## config.mk

```make
export PLATFORM = sky130hd
export DESIGN_NAME = output_share_writeback
export DESIGN_NICKNAME = d
export VERILOG_FILES = /design/src/rtl/output_share_writeback.sv
export SDC_FILE = /design/constraint.sdc
export NUM_CORES = 1
export LEC_CHECK = 0
export BUFFER_PORTS_ARGS = -buffer_cell sky130_fd_sc_hd__buf_2
export CORE_MARGIN = 2
export CORE_UTILIZATION = 50
export CTS_CLUSTER_DIAMETER = 60
export DETAILED_ROUTE_END_ITERATION = 7
export PLACE_DENSITY = 0.74
export SLEW_MARGIN = 20
export SYNTH_ARGS = -nofsm -noshare
export SYNTH_HDL_FRONTEND = slang
export SYNTH_SLANG_ARGS = --single-unit
```

## constraint.sdc

```tcl
create_clock -name CLK -period 5.47 [get_ports CLK]
set_input_delay 0.547 -clock CLK [delete_from_list [all_inputs] [get_ports CLK]]
set_output_delay 0.547 -clock CLK [all_outputs]
set_load 0.01 [all_outputs]
```

## src/rtl/output_share_writeback.sv

```systemverilog
// Writeback engine: drains one result tile from the output buffer SRAM
// into the shared SRAM starting at base address OADDR, one word per cycle.
// Optional macro WB_CHECKSUM_EN adds a CHECKSUM output (sum of written data).
// Ports:
//   CLK, RESET (async, active-high), EN (global enable), START, OADDR (base)
//   STATE/BUSY/DONE             : status
//   output_* (cen/wen/ren/addr) : output buffer read port, output_rdata in
//   share_* (cen/wen/ren/addr/wdata) : share memory write port
//   CHECKSUM (WB_CHECKSUM_EN only)
module output_share_writeback #(
    parameter int ADDR_W = 13,
    parameter int DATA_W = 16,
    parameter int WORDS  = 31
) (
    input  logic              CLK,
    input  logic              RESET,
    input  logic              EN,
    input  logic              START,
    input  logic [ADDR_W-1:0] OADDR,
    output logic [2:0]        STATE,
    output logic              BUSY,
    output logic              DONE,
    output logic              output_cen,
    output logic              output_wen,
    output logic              output_ren,
    output logic [ADDR_W-1:0] output_addr,
    input  logic [DATA_W-1:0] output_rdata,
    output logic              share_cen,
    output logic              share_wen,
    output logic              share_ren,
    output logic [ADDR_W-1:0] share_addr,
    output logic [DATA_W-1:0] share_wdata
`ifdef WB_CHECKSUM_EN
    ,
    output logic [DATA_W-1:0] CHECKSUM
`endif
);

    typedef enum logic [2:0] {
        S_IDLE   = 3'd0,
        S_STREAM = 3'd1,
        S_FLUSH  = 3'd2,
        S_FINISH = 3'd3
    } state_t;

    state_t            state;
    state_t            state_nx;
    logic              issue;
    logic              accept;
    logic              rd_pend;
    logic [ADDR_W-1:0] rd_cnt;
    logic [ADDR_W-1:0] wr_cnt;
    logic [ADDR_W-1:0] base;

    assign STATE      = state;
    assign output_wen = 1'b1;
    assign share_ren  = 1'b0;

    always_ff @(posedge CLK or posedge RESET) begin
        if (RESET) state <= S_IDLE;
        else       state <= state_nx;
    end

    // Read issue is decided here so the registered read strobe appears in
    // the cycle right after the deciding edge (accepting START issues read 0).
    always_comb begin
        state_nx = state;
        issue    = 1'b0;
        accept   = 1'b0;
        unique case (state)
            S_IDLE: begin
                if (START && EN) begin
                    accept   = 1'b1;
                    issue    = 1'b1;
                    state_nx = S_STREAM;
                end
            end
            S_STREAM: begin
                if (rd_cnt == ADDR_W'(WORDS)) state_nx = S_FLUSH;
                else if (EN)                  issue    = 1'b1;
            end
            S_FLUSH: begin
                // last read returned and its write is on the bus now
                if (!rd_pend && output_cen) state_nx = S_FINISH;
            end
            S_FINISH: state_nx = S_IDLE;
            default:  state_nx = S_IDLE;
        endcase
    end

    always_ff @(posedge CLK or posedge RESET) begin
        if (RESET) begin
            BUSY        <= 1'b0;
            DONE        <= 1'b0;
            output_cen  <= 1'b1;
            output_ren  <= 1'b0;
            output_addr <= '0;
            rd_cnt      <= '0;
            wr_cnt      <= '0;
            base        <= '0;
            rd_pend     <= 1'b0;
            share_cen   <= 1'b1;
            share_wen   <= 1'b1;
            share_addr  <= '0;
            share_wdata <= '0;
        end else begin
            BUSY       <= (state_nx != S_IDLE);
            DONE       <= (state_nx == S_FINISH);
            output_cen <= ~issue;
            output_ren <= issue;
            if (accept) begin
                base   <= OADDR;
                wr_cnt <= '0;
            end
            if (issue) begin
                output_addr <= accept ? '0 : rd_cnt;
                rd_cnt      <= accept ? ADDR_W'(1) : rd_cnt + ADDR_W'(1);
            end
            // rdata is valid the cycle after a read is presented; it is
            // captured whatever EN does so a stall never loses a word
            rd_pend   <= ~output_cen;
            share_cen <= ~rd_pend;
            share_wen <= ~rd_pend;
            if (rd_pend) begin
                share_addr  <= base + wr_cnt;
                share_wdata <= output_rdata;
                wr_cnt      <= wr_cnt + ADDR_W'(1);
            end
        end
    end

`ifdef WB_CHECKSUM_EN
    always_ff @(posedge CLK or posedge RESET) begin
        if (RESET)        CHECKSUM <= '0;
        else if (accept)  CHECKSUM <= '0;
        else if (rd_pend) CHECKSUM <= CHECKSUM + output_rdata;
    end
`endif

endmodule

```

==> run summary <==
Register area share after synthesis: 52.5%
Arr. time, crit path: 2.80 ns
Mean post-synth cell area: 10.4 um2
Site Rows: 33
Max-cap viol count: 0
CP Cell Sequence: ha_1 -> and4_4 -> and3_1 -> nor2_2 -> nor2_1 -> a22o_1
Multiplexer share of the synthesized area: 7.43%
Total GRT Usage: 19.6%
CTS Hold Bufs: 0
Area share of and/or/nand/nor cells after synthesis: 17.8%
Pwr dens: 349 nW/um2
Outcome: finished clean
Initial antenna violation count: 0
Routed vias/inst: 5.40
Synth Register Bits: 90
Beginning of the worst register-to-register path: rd_cnt[0]$_DFFE_PP0P_
Die width: 96.7 um
Worst Hold Class: in2async
Clock Path Buffers: 2
Crit path buffers/inverters: 0
Post-synthesis cell type count: 59
CP max stage delay: 0.76 ns
Worst Path Required: 5.72 ns
Antenna Nets Post-Route: 0
Synth Cell Area: 4300 um2
CTS Sinks: 90
Area delta synth->final: 16.1%
Post-synthesis compound-gate area fraction: 11.1%
Worst-Skew Late Latency: 0.36 ns
Primary FF master, synth: dfrtp_1
Count of final hold-check violations: 0
Clock Skews: 0.0105 ns
Setup_tns: 0 ns
Worst hold slack: 0.140 ns
Crit end category: register
Top cells by count, synth: nand2_1, dfrtp_1, nor2_1
Async set-reset flop share out of synthesis: 100%
CP Launch Type: register
Largest family of logic cells by synthesized area: simple AND/OR/NAND/NOR gates
Detailed Place HPWL: 6.20 mm
Nets@finish: 539
VDD IR max: 163 uV
Post-CTS resize count: 0
Period minus WS final: 2.55 ns
Antenna Diode Count: 0
Vias in the first global route: 3281
Lkg Pwr: 2.43 nW
CTS tree: built
First-pass GRT wire length: 15.2 mm
Synthesis Warnings: 0
Number of remaining DRC errors: 0
Mean routed wirelength per cell: 14.9 um
Port Buffer Count: 83
# IOs: 86
Dominant cell by count in the synthesized netlist: nand2_1
Root Buffer: clkbuf_8
Crit-path max FO: 28
Final Cycle Share: 46.7%
Postcts setup bufs: 0
Post-Synthesis Cells: 412
Reg clk slew, reported paths: 0.09 ns
Num CTS Buffers: 9
Worst Tran Pin Value: 0.981 ns
Share of cells above drive strength 1: 28.0%
Delay-heaviest family, CP: simple AND/OR/NAND/NOR gates
Wire length on met2: 4.15 mm
Top cells by area, synth: dfrtp_1, nand2_1, mux2_2
Rel. slew slack: 34.6%
GRT overflow: 0
First DRT Iteration DRCs: 184
Synth Area in Adders: 4.54%
Top Layer Used: met4
Crit path kind: reg2reg
Setup Viol. Count Final: 0
Routed vias: 3246
Post-synth EDFFs: 0
FILL cells: 709
Largest net degree at the start of global routing: 68
Slowest cell on crit path: nor2_2
Beginning of the critical path: rd_cnt[0]$_DFFE_PP0P_
Core Box Area: 8260 um2
Synth top area share: 51.3%
Routed met1 length: 4.24 mm
Final wirelength: 8.95 mm
Post-synth top area cell: dfrtp_1
Initial core utilization: 52.0%
Synth Area in XOR/XNOR: 3.67%
Gpl congestion: 0.840
Metal3 WL: 437 um
Pre-Repair DR Iteration Count: 4
Die height: 96.7 um
Die area: 9350 um2
RSZ-0062 raised after global routing: no
FMAX: 392 MHz
CTS H-Tree Depth: 3
Final Max Slew Viols: 0
[cell usage in the layout, fill, tap and decap left out, drive strengths merged, types with 3 or more instances in the layout]
master    instances
a21o              5
a21oi            11
a31oi             4
and4              4
buf              85
clkbuf           10
clkinvlp          3
conb              3
dfrtp            88
ha               14
inv               6
mux2             23
mux2i             6
nand2            90
nand3             8
nand4             4
nor2             28
nor3              5
nor4              4
nor4b             3
o21ai            35
xnor2            14
xor2              4
[cell families after synthesis]
logic type      count (synthesis)
buf+inv                        24
fa+ha+maj                      15
xor+xnor                       18
simple gates                  160
compound gates                 74
flops                          90
mux                            29
other cells                     2
[stage by stage]
stage               total power [W]  util [%]  instance area, um2  setup slack, ns  instances
global route                0.00184      60.4                4980             2.70        601
finish                      0.00174      60.4                4980             2.92        601
global placement            0.00124      57.7                4760             3.04        585
CTS                         0.00176      60.3                4980             2.92        601
detailed placement          0.00126      57.7                4760             2.92        585
floorplan                   0.00111         -                4300             2.59        413
[worst reg2reg max path, cell delays in order (launching register included)]
cell     delay (ns)
dfrtp_1        0.45
ha_1           0.26
and4_4         0.21
and3_1         0.33
nor2_2         0.76
nor2_1         0.20
a22o_1         0.23
[cell type report]
| class | count | area (um2) | area share (%) |
|---|---|---|---|
| sequential | 90 | 2250 | 45.2 |
| inverter | 6 | 23.8 | 0.477 |
| timing repair buffer | 85 | 430 | 8.63 |
| clock buffer | 10 | 128 | 2.56 |
| clock inverter | 6 | 91.3 | 1.83 |
| tap | 105 | 131 | 2.64 |
| multi-input combinational | 299 | 1930 | 38.6 |
[sequential cells by signal (all words and copies together) (netlist names)]
name and count:
share_wen 1, wr_cnt 13, base 13, STATE 3, rd_pend 1, output_addr 13, output_ren 1, rd_cnt 13
output_cen 1, share_wdata 16, BUSY 1, DONE 1, share_addr 13
[worst paths after layout]
path	endpoint	slack, ns	depth (start not counted)
max in group asynchronous	share_addr[8]$_DFFE_PP0P_	4.17	3
worst min-delay path	share_wdata[9]$_DFFE_PP0P_	0.14	2
worst min register to register	rd_pend$_DFF_PP0_	0.46	1
worst max-delay path	output_addr[0]$_DFFE_PP0P_	2.92	6
min in group CLK	base[12]$_DFFE_PP0P_	0.37	3
worst max register to register	output_addr[0]$_DFFE_PP0P_	2.92	6
[metal layers]
metal  vias to the layer above  track usage [%]
met1                      1557             27.0
met5                         -                0
met2                        94             30.8
met4                         0             6.72
met3                        13             4.34
li1                       1582                -
[report_power, final]
| part | internal, W | switching [W] | total (W) |
|---|---|---|---|
| Sequential | 0.000777 | 0.0000748 | 0.000852 |
| Clock | 0.000259 | 0.000241 | 0.000500 |
| Combinational | 0.000183 | 0.000204 | 0.000387 |
| Total | 0.00122 | 0.000520 | 0.00174 |
No activity file was read; power rests on OpenSTA's default activity.
